$ cat config.mk
export PLATFORM = sky130hd
export DESIGN_NAME = mul_shift_add_seq
export DESIGN_NICKNAME = d
export VERILOG_FILES = /design/src/rtl/mul_shift_add_seq.sv
export SDC_FILE = /design/constraint.sdc
export NUM_CORES = 1
export LEC_CHECK = 0
export CAP_MARGIN = 15
export CORE_MARGIN = 10
export CORE_UTILIZATION = 57
export CTS_CLUSTER_DIAMETER = 100
export CTS_CLUSTER_SIZE = 24
export DETAILED_ROUTE_END_ITERATION = 7
export MAX_ROUTING_LAYER = met4
export PLACE_DENSITY = 0.8
export SLEW_MARGIN = 20
export SYNTH_ARGS = -nofsm -noshare
export SYNTH_HDL_FRONTEND = slang
export SYNTH_SLANG_ARGS = --single-unit
$ cat constraint.sdc
create_clock -name clk -period 3.2 [get_ports clk]
set_input_delay 0.64 -clock clk [delete_from_list [all_inputs] [get_ports clk]]
set_output_delay 0.64 -clock clk [all_outputs]
set_load 0.01 [all_outputs]
$ cat src/rtl/mul_shift_add_seq.sv
// mul_shift_add_seq: radix-2 shift-and-add sequential multiplier with start/ready/done handshake.
// Optional signed operation (magnitude multiply plus sign fix-up) when SIGNED_MUL_EN is defined.
module mul_shift_add_seq #(
  parameter int WIDTH      = 16,
  parameter int EARLY_EXIT = 1
) (
  input  logic               clk,
  input  logic               rst,
  input  logic               start,
  input  logic               sgn,
  input  logic [WIDTH-1:0]   a_in,
  input  logic [WIDTH-1:0]   b_in,
  output logic               ready,
  output logic               busy,
  output logic               done,
  output logic [2*WIDTH-1:0] product
);
  localparam int CW = $clog2(WIDTH + 1);
  typedef enum logic [1:0] {IDLE, RUN, DONE} state_t;
  state_t             state_q, state_d;
  logic [2*WIDTH-1:0] mcand_q, mcand_d, acc_q, acc_d, prod_q, prod_d;
  logic [WIDTH-1:0]   mplier_q, mplier_d, a_mag, b_mag;
  logic [CW-1:0]      cnt_q, cnt_d;
  logic               last;
`ifdef SIGNED_MUL_EN
  logic neg_q, neg_d;
  // -2^(WIDTH-1) negates to itself, which read unsigned is the correct magnitude
  assign a_mag = (sgn && a_in[WIDTH-1]) ? -a_in : a_in;
  assign b_mag = (sgn && b_in[WIDTH-1]) ? -b_in : b_in;
`else
  logic sgn_unused;
  assign sgn_unused = sgn;
  assign a_mag = a_in;
  assign b_mag = b_in;
`endif
  assign last = (cnt_q == CW'(1)) || (EARLY_EXIT != 0 && (mplier_q >> 1) == '0);
  always_comb begin
    state_d  = state_q;
    mcand_d  = mcand_q;
    mplier_d = mplier_q;
    acc_d    = acc_q;
    cnt_d    = cnt_q;
    prod_d   = prod_q;
`ifdef SIGNED_MUL_EN
    neg_d    = neg_q;
`endif
    case (state_q)
      IDLE: if (start) begin
        state_d  = RUN;
        mcand_d  = {{WIDTH{1'b0}}, a_mag};
        mplier_d = b_mag;
        acc_d    = '0;
        cnt_d    = CW'(WIDTH);
`ifdef SIGNED_MUL_EN
        neg_d    = sgn & (a_in[WIDTH-1] ^ b_in[WIDTH-1]);
`endif
      end
      RUN: begin
        acc_d    = mplier_q[0] ? acc_q + mcand_q : acc_q;
        mcand_d  = mcand_q << 1;
        mplier_d = mplier_q >> 1;
        cnt_d    = cnt_q - CW'(1);
        // load the result on the exit edge so it is already visible in DONE
        if (last) begin
          state_d = DONE;
`ifdef SIGNED_MUL_EN
          prod_d  = neg_q ? -acc_d : acc_d;
`else
          prod_d  = acc_d;
`endif
        end
      end
      default: state_d = IDLE;
    endcase
  end
  always_ff @(posedge clk) begin
    if (rst) begin
      state_q  <= IDLE;
      mcand_q  <= '0;
      mplier_q <= '0;
      acc_q    <= '0;
      cnt_q    <= '0;
      prod_q   <= '0;
`ifdef SIGNED_MUL_EN
      neg_q    <= 1'b0;
`endif
    end else begin
      state_q  <= state_d;
      mcand_q  <= mcand_d;
      mplier_q <= mplier_d;
      acc_q    <= acc_d;
      cnt_q    <= cnt_d;
      prod_q   <= prod_d;
`ifdef SIGNED_MUL_EN
      neg_q    <= neg_d;
`endif
    end
  end
  assign ready   = state_q == IDLE;
  assign busy    = state_q != IDLE;
  assign done    = state_q == DONE;
  assign product = prod_q;
endmodule
==> results.rst <==
.. list-table::
   :header-rows: 1

   * - Metric
     - Value
   * - Clock H-tree levels
     - 4
   * - Post-Syn Nets
     - 875
   * - Relative area change from synthesis to final layout
     - 22.50%
   * - Total global-route track usage
     - 0.2188
   * - Number of enable-type register cells in the synthesized netlist
     - 0
   * - Cells after synthesis
     - between 800 and 900
   * - Setup Viol. Count Final
     - 0
   * - Reg-to-Reg End
     - product[29]$_SDFFE_PP0P_
   * - Final-layout worst hold slack
     - 0.4873 ns
   * - Clock network latency to the later pin of the worst-skew pair
     - 0.43 ns
   * - Die Footprint
     - 16120 um^2
   * - First-pass DRT Iterations
     - 7
   * - Post-Synthesis Cell Area
     - 6523 um^2
   * - Root Driver
     - sky130_fd_sc_hd__clkbuf_16
   * - Die X
     - 127.0 um
   * - Required @ worst endpoint
     - 3.51 ns
   * - Final Wtd Congestion
     - 0.9283
   * - Global-route wire length before repair
     - 28700 um
   * - Largest stage delay on the critical path
     - 0.41 ns
   * - Max Clk Rate
     - 336.5 MHz
   * - Vias/cell
     - 5.964
   * - Most common cell after layout, fill and taps aside
     - sky130_fd_sc_hd__nor2_1
   * - Setup repair after global routing missed its margin
     - false
   * - Wire length per cell
     - 17.07 um
   * - Post-synth ARST share
     - 0
   * - Slowest cell on crit path
     - sky130_fd_sc_hd__ha_1
   * - FF-to-FF Start
     - mcand_q[14]$_SDFFE_PP0P_
   * - Total power
     - about 4.4 mW
   * - Starting density of the core
     - 0.5761
   * - Status
     - finished clean
   * - Number of inserted diodes
     - 0
   * - Type of element capturing the critical path
     - register
   * - MaxCap Viol Count
     - 0
   * - Core Box Area
     - 11320 um^2
   * - Worst Skew
     - slightly below 0.008 ns
   * - # resized after CTS
     - 0
   * - Hold path cells
     - 2
   * - R2R setup slack
     - 0.23 ns
   * - Top-Level Pins
     - around 70
   * - Startpoint of the tightest hold check path
     - acc_q[6]$_SDFFE_PP0P_
   * - Share of the clock period used by the worst path after layout
     - 0.9288
   * - Pwr/cell area
     - around 560 nW/um^2
   * - Worst IR drop on VDD
     - 434.7 uV
   * - Detail Route Antenna Nets
     - 0
   * - Max transition margin
     - 0.3667
   * - Tmin final
     - 2.972 ns
   * - Count of routing violations after the opening detailed-route iteration
     - 359
   * - Total routed wirelength
     - 17260 um
   * - Setup bufs post-CTS
     - 0
   * - Critical Path AT
     - 3.28 ns
   * - Antenna violations before repair
     - 0
   * - Total vias in the final route
     - 6030
   * - Number of storage elements in the synthesis netlist
     - 119
   * - Category of the worst setup path launch point
     - register
   * - Layout cells sized above 1
     - 0.07258
   * - Sum Neg Setup Slack
     - 0 ns
   * - Clock transition at the register clock pins on the worst setup and hold paths after CTS
     - 0.05 ns
   * - Largest net degree at the start of global routing
     - 63
   * - Final nets
     - 925
   * - Number of design rule violations left after detail routing
     - 0
   * - Number of warnings reported in the yosys synthesis log
     - 0
   * - CP most frequent cell
     - sky130_fd_sc_hd__o21ai_0
   * - Actual transition at the worst max-transition pin
     - 0.9499 ns
   * - Main flop type after synthesis
     - sky130_fd_sc_hd__dfxtp_1
   * - End of the worst hold path
     - acc_q[6]$_SDFFE_PP0P_
   * - Final slew viol count
     - 0
   * - Rows
     - 39
   * - Critical-path cell list
     - ha_1, a21oi_1, o21ai_0, a221oi_1, o21ai_0, o311ai_2, nor2b_2, o21ai_0, mux2i_1, o221a_2
   * - Number of global-route vias before repair
     - 5981
   * - Number of sinks handled by clock tree synthesis
     - 119
   * - Crit Path Class
     - reg2reg
   * - Count of cell types in the netlist
     - slightly above 60
   * - Classification of the worst-slack hold path
     - reg2reg
   * - Height of the die
     - about 130 um
   * - Average cell area after synthesis
     - 8.102 um^2
   * - Largest driver fanout on the critical path
     - 7
   * - Final count of hold timing violations
     - 0
   * - Buffer levels on the longest clock path
     - 2
   * - Clock buffer count from CTS
     - 17
   * - Most frequent cells in the layout
     - sky130_fd_sc_hd__nor2_1 (136), sky130_fd_sc_hd__dfxtp_1 (118), sky130_fd_sc_hd__clkdlybuf4s50_1 (68), sky130_fd_sc_hd__a21oi_1 (56), sky130_fd_sc_hd__nand2_1 (50)
   * - R2R cell count
     - 10
   * - I/O Buffers
     - 69
   * - CTS tree
     - done
   * - Half-perimeter wire length after placement
     - 12140 um
   * - Filler Cell Count
     - 881
   * - Leak Pwr
     - 3.266 nW
   * - Hold-fix buffers at CTS
     - 0
   * - Total global routing overflow
     - 0
   * - Proportion of synthesized chip area in sequential cells
     - 0.3652
## stage by stage
stage                     cells  utilization  setup WS, ns  cell area (um^2)
after floorplan             805            -        0.5121              6523
after detailed placement    979       0.6453        0.2058              7306
after CTS                  1011       0.7056        0.1983              7988
after global routing       1011       0.7058       0.02560              7990
final                      1011       0.7058        0.2280              7990
after global placement      979       0.6453        0.3481              7306
## critical path: cells and delay by family, from the launching register on
| family | cells | cell delay (ns) |
|---|---|---|
| AOI/OAI and AO/OA | 7 | 1.67 |
| adders and majority gates | 1 | 0.41 |
| DFF | 1 | 0.36 |
| muxes | 1 | 0.19 |
| and+or+nand+nor | 1 | 0.25 |
## routing by layer
metal,wire length (um),global-route usage
met5,0,-
met4,349,0.07904
met3,992,0.05335
met2,8046,0.3375
met1,7871,0.2732
## synthesized netlist by cell type, types with 7 or more instances
master                     count  area share
sky130_fd_sc_hd__nor2_1      137       0.079
sky130_fd_sc_hd__dfxtp_1     119        0.37
sky130_fd_sc_hd__a21oi_1      56       0.043
sky130_fd_sc_hd__clkbuf_1     51       0.029
sky130_fd_sc_hd__nand2_1      50       0.029
sky130_fd_sc_hd__o21ai_0      45       0.035
sky130_fd_sc_hd__nor3_1       35       0.027
sky130_fd_sc_hd__ha_1         33       0.063
sky130_fd_sc_hd__nor2b_1      32       0.031
sky130_fd_sc_hd__a211oi_1     22       0.025
sky130_fd_sc_hd__mux2i_1      21       0.032
sky130_fd_sc_hd__a22o_1       19       0.026
sky130_fd_sc_hd__a21o_1       18       0.021
sky130_fd_sc_hd__xnor2_1      16       0.021
sky130_fd_sc_hd__inv_1        15      0.0086
sky130_fd_sc_hd__a22oi_1      13       0.015
sky130_fd_sc_hd__xor2_1       13       0.017
sky130_fd_sc_hd__nand3_1      12      0.0092
sky130_fd_sc_hd__o21bai_1      9       0.010
sky130_fd_sc_hd__nand2b_1      8      0.0077
sky130_fd_sc_hd__a311oi_1      7      0.0094
## sequential cells by signal (all words and copies together), names as in the netlist
name      cells
mcand_q      32
mplier_q     16
state_q       2
product      32
cnt_q         5
acc_q        32
## worst max path at each step
stage                     depth (start not counted)  slack, ns                        to                     start
after floorplan                                  11       0.51  product[28]$_SDFFE_PP0P_   mcand_q[0]$_SDFFE_PP0P_
after global placement                           12       0.35  product[28]$_SDFFE_PP0P_   mcand_q[0]$_SDFFE_PP0P_
after detailed placement                         12       0.21  product[28]$_SDFFE_PP0P_   mcand_q[0]$_SDFFE_PP0P_
after CTS                                        12       0.20  product[28]$_SDFFE_PP0P_   mcand_q[0]$_SDFFE_PP0P_
after global routing                             10       0.03    acc_q[23]$_SDFFE_PP0P_   mcand_q[8]$_SDFFE_PP0P_
final                                            10       0.23  product[29]$_SDFFE_PP0P_  mcand_q[14]$_SDFFE_PP0P_
## area by class of cell
cell class / instances / area [um^2] / share of cell area
Timing Repair Buffer: 86 / 813.3 / 0.1018
Tap cell: 143 / 178.9 / 0.02239
Clock buffer: 24 / 491.7 / 0.06154
Clock inverter: 8 / 190.2 / 0.02380
Inverter: 15 / 56.30 / 0.007047
Sequential cell: 119 / 2384 / 0.2983
Multi-Input combinational cell: 616 / 3876 / 0.4851
## cell families after synthesis
| family | Yosys count | synth area share |
|---|---|---|
| fa+ha+maj | 34 | 0.06637 |
| xor+xnor | 29 | 0.03894 |
| simple gates | 305 | 0.2158 |
| buf+inv | 70 | 0.04143 |
| flops | 119 | 0.3652 |
| mux | 22 | 0.03395 |
| compound gates | 226 | 0.2383 |
## where the power goes
group / internal, mW / leakage, nW / switching [mW]
logic: 0.264 / 1.96 / 0.321
clock network: 1.54 / 0.334 / 0.662
registers: 1.56 / 0.969 / 0.0942
No activity file was read; power rests on OpenSTA's default activity.
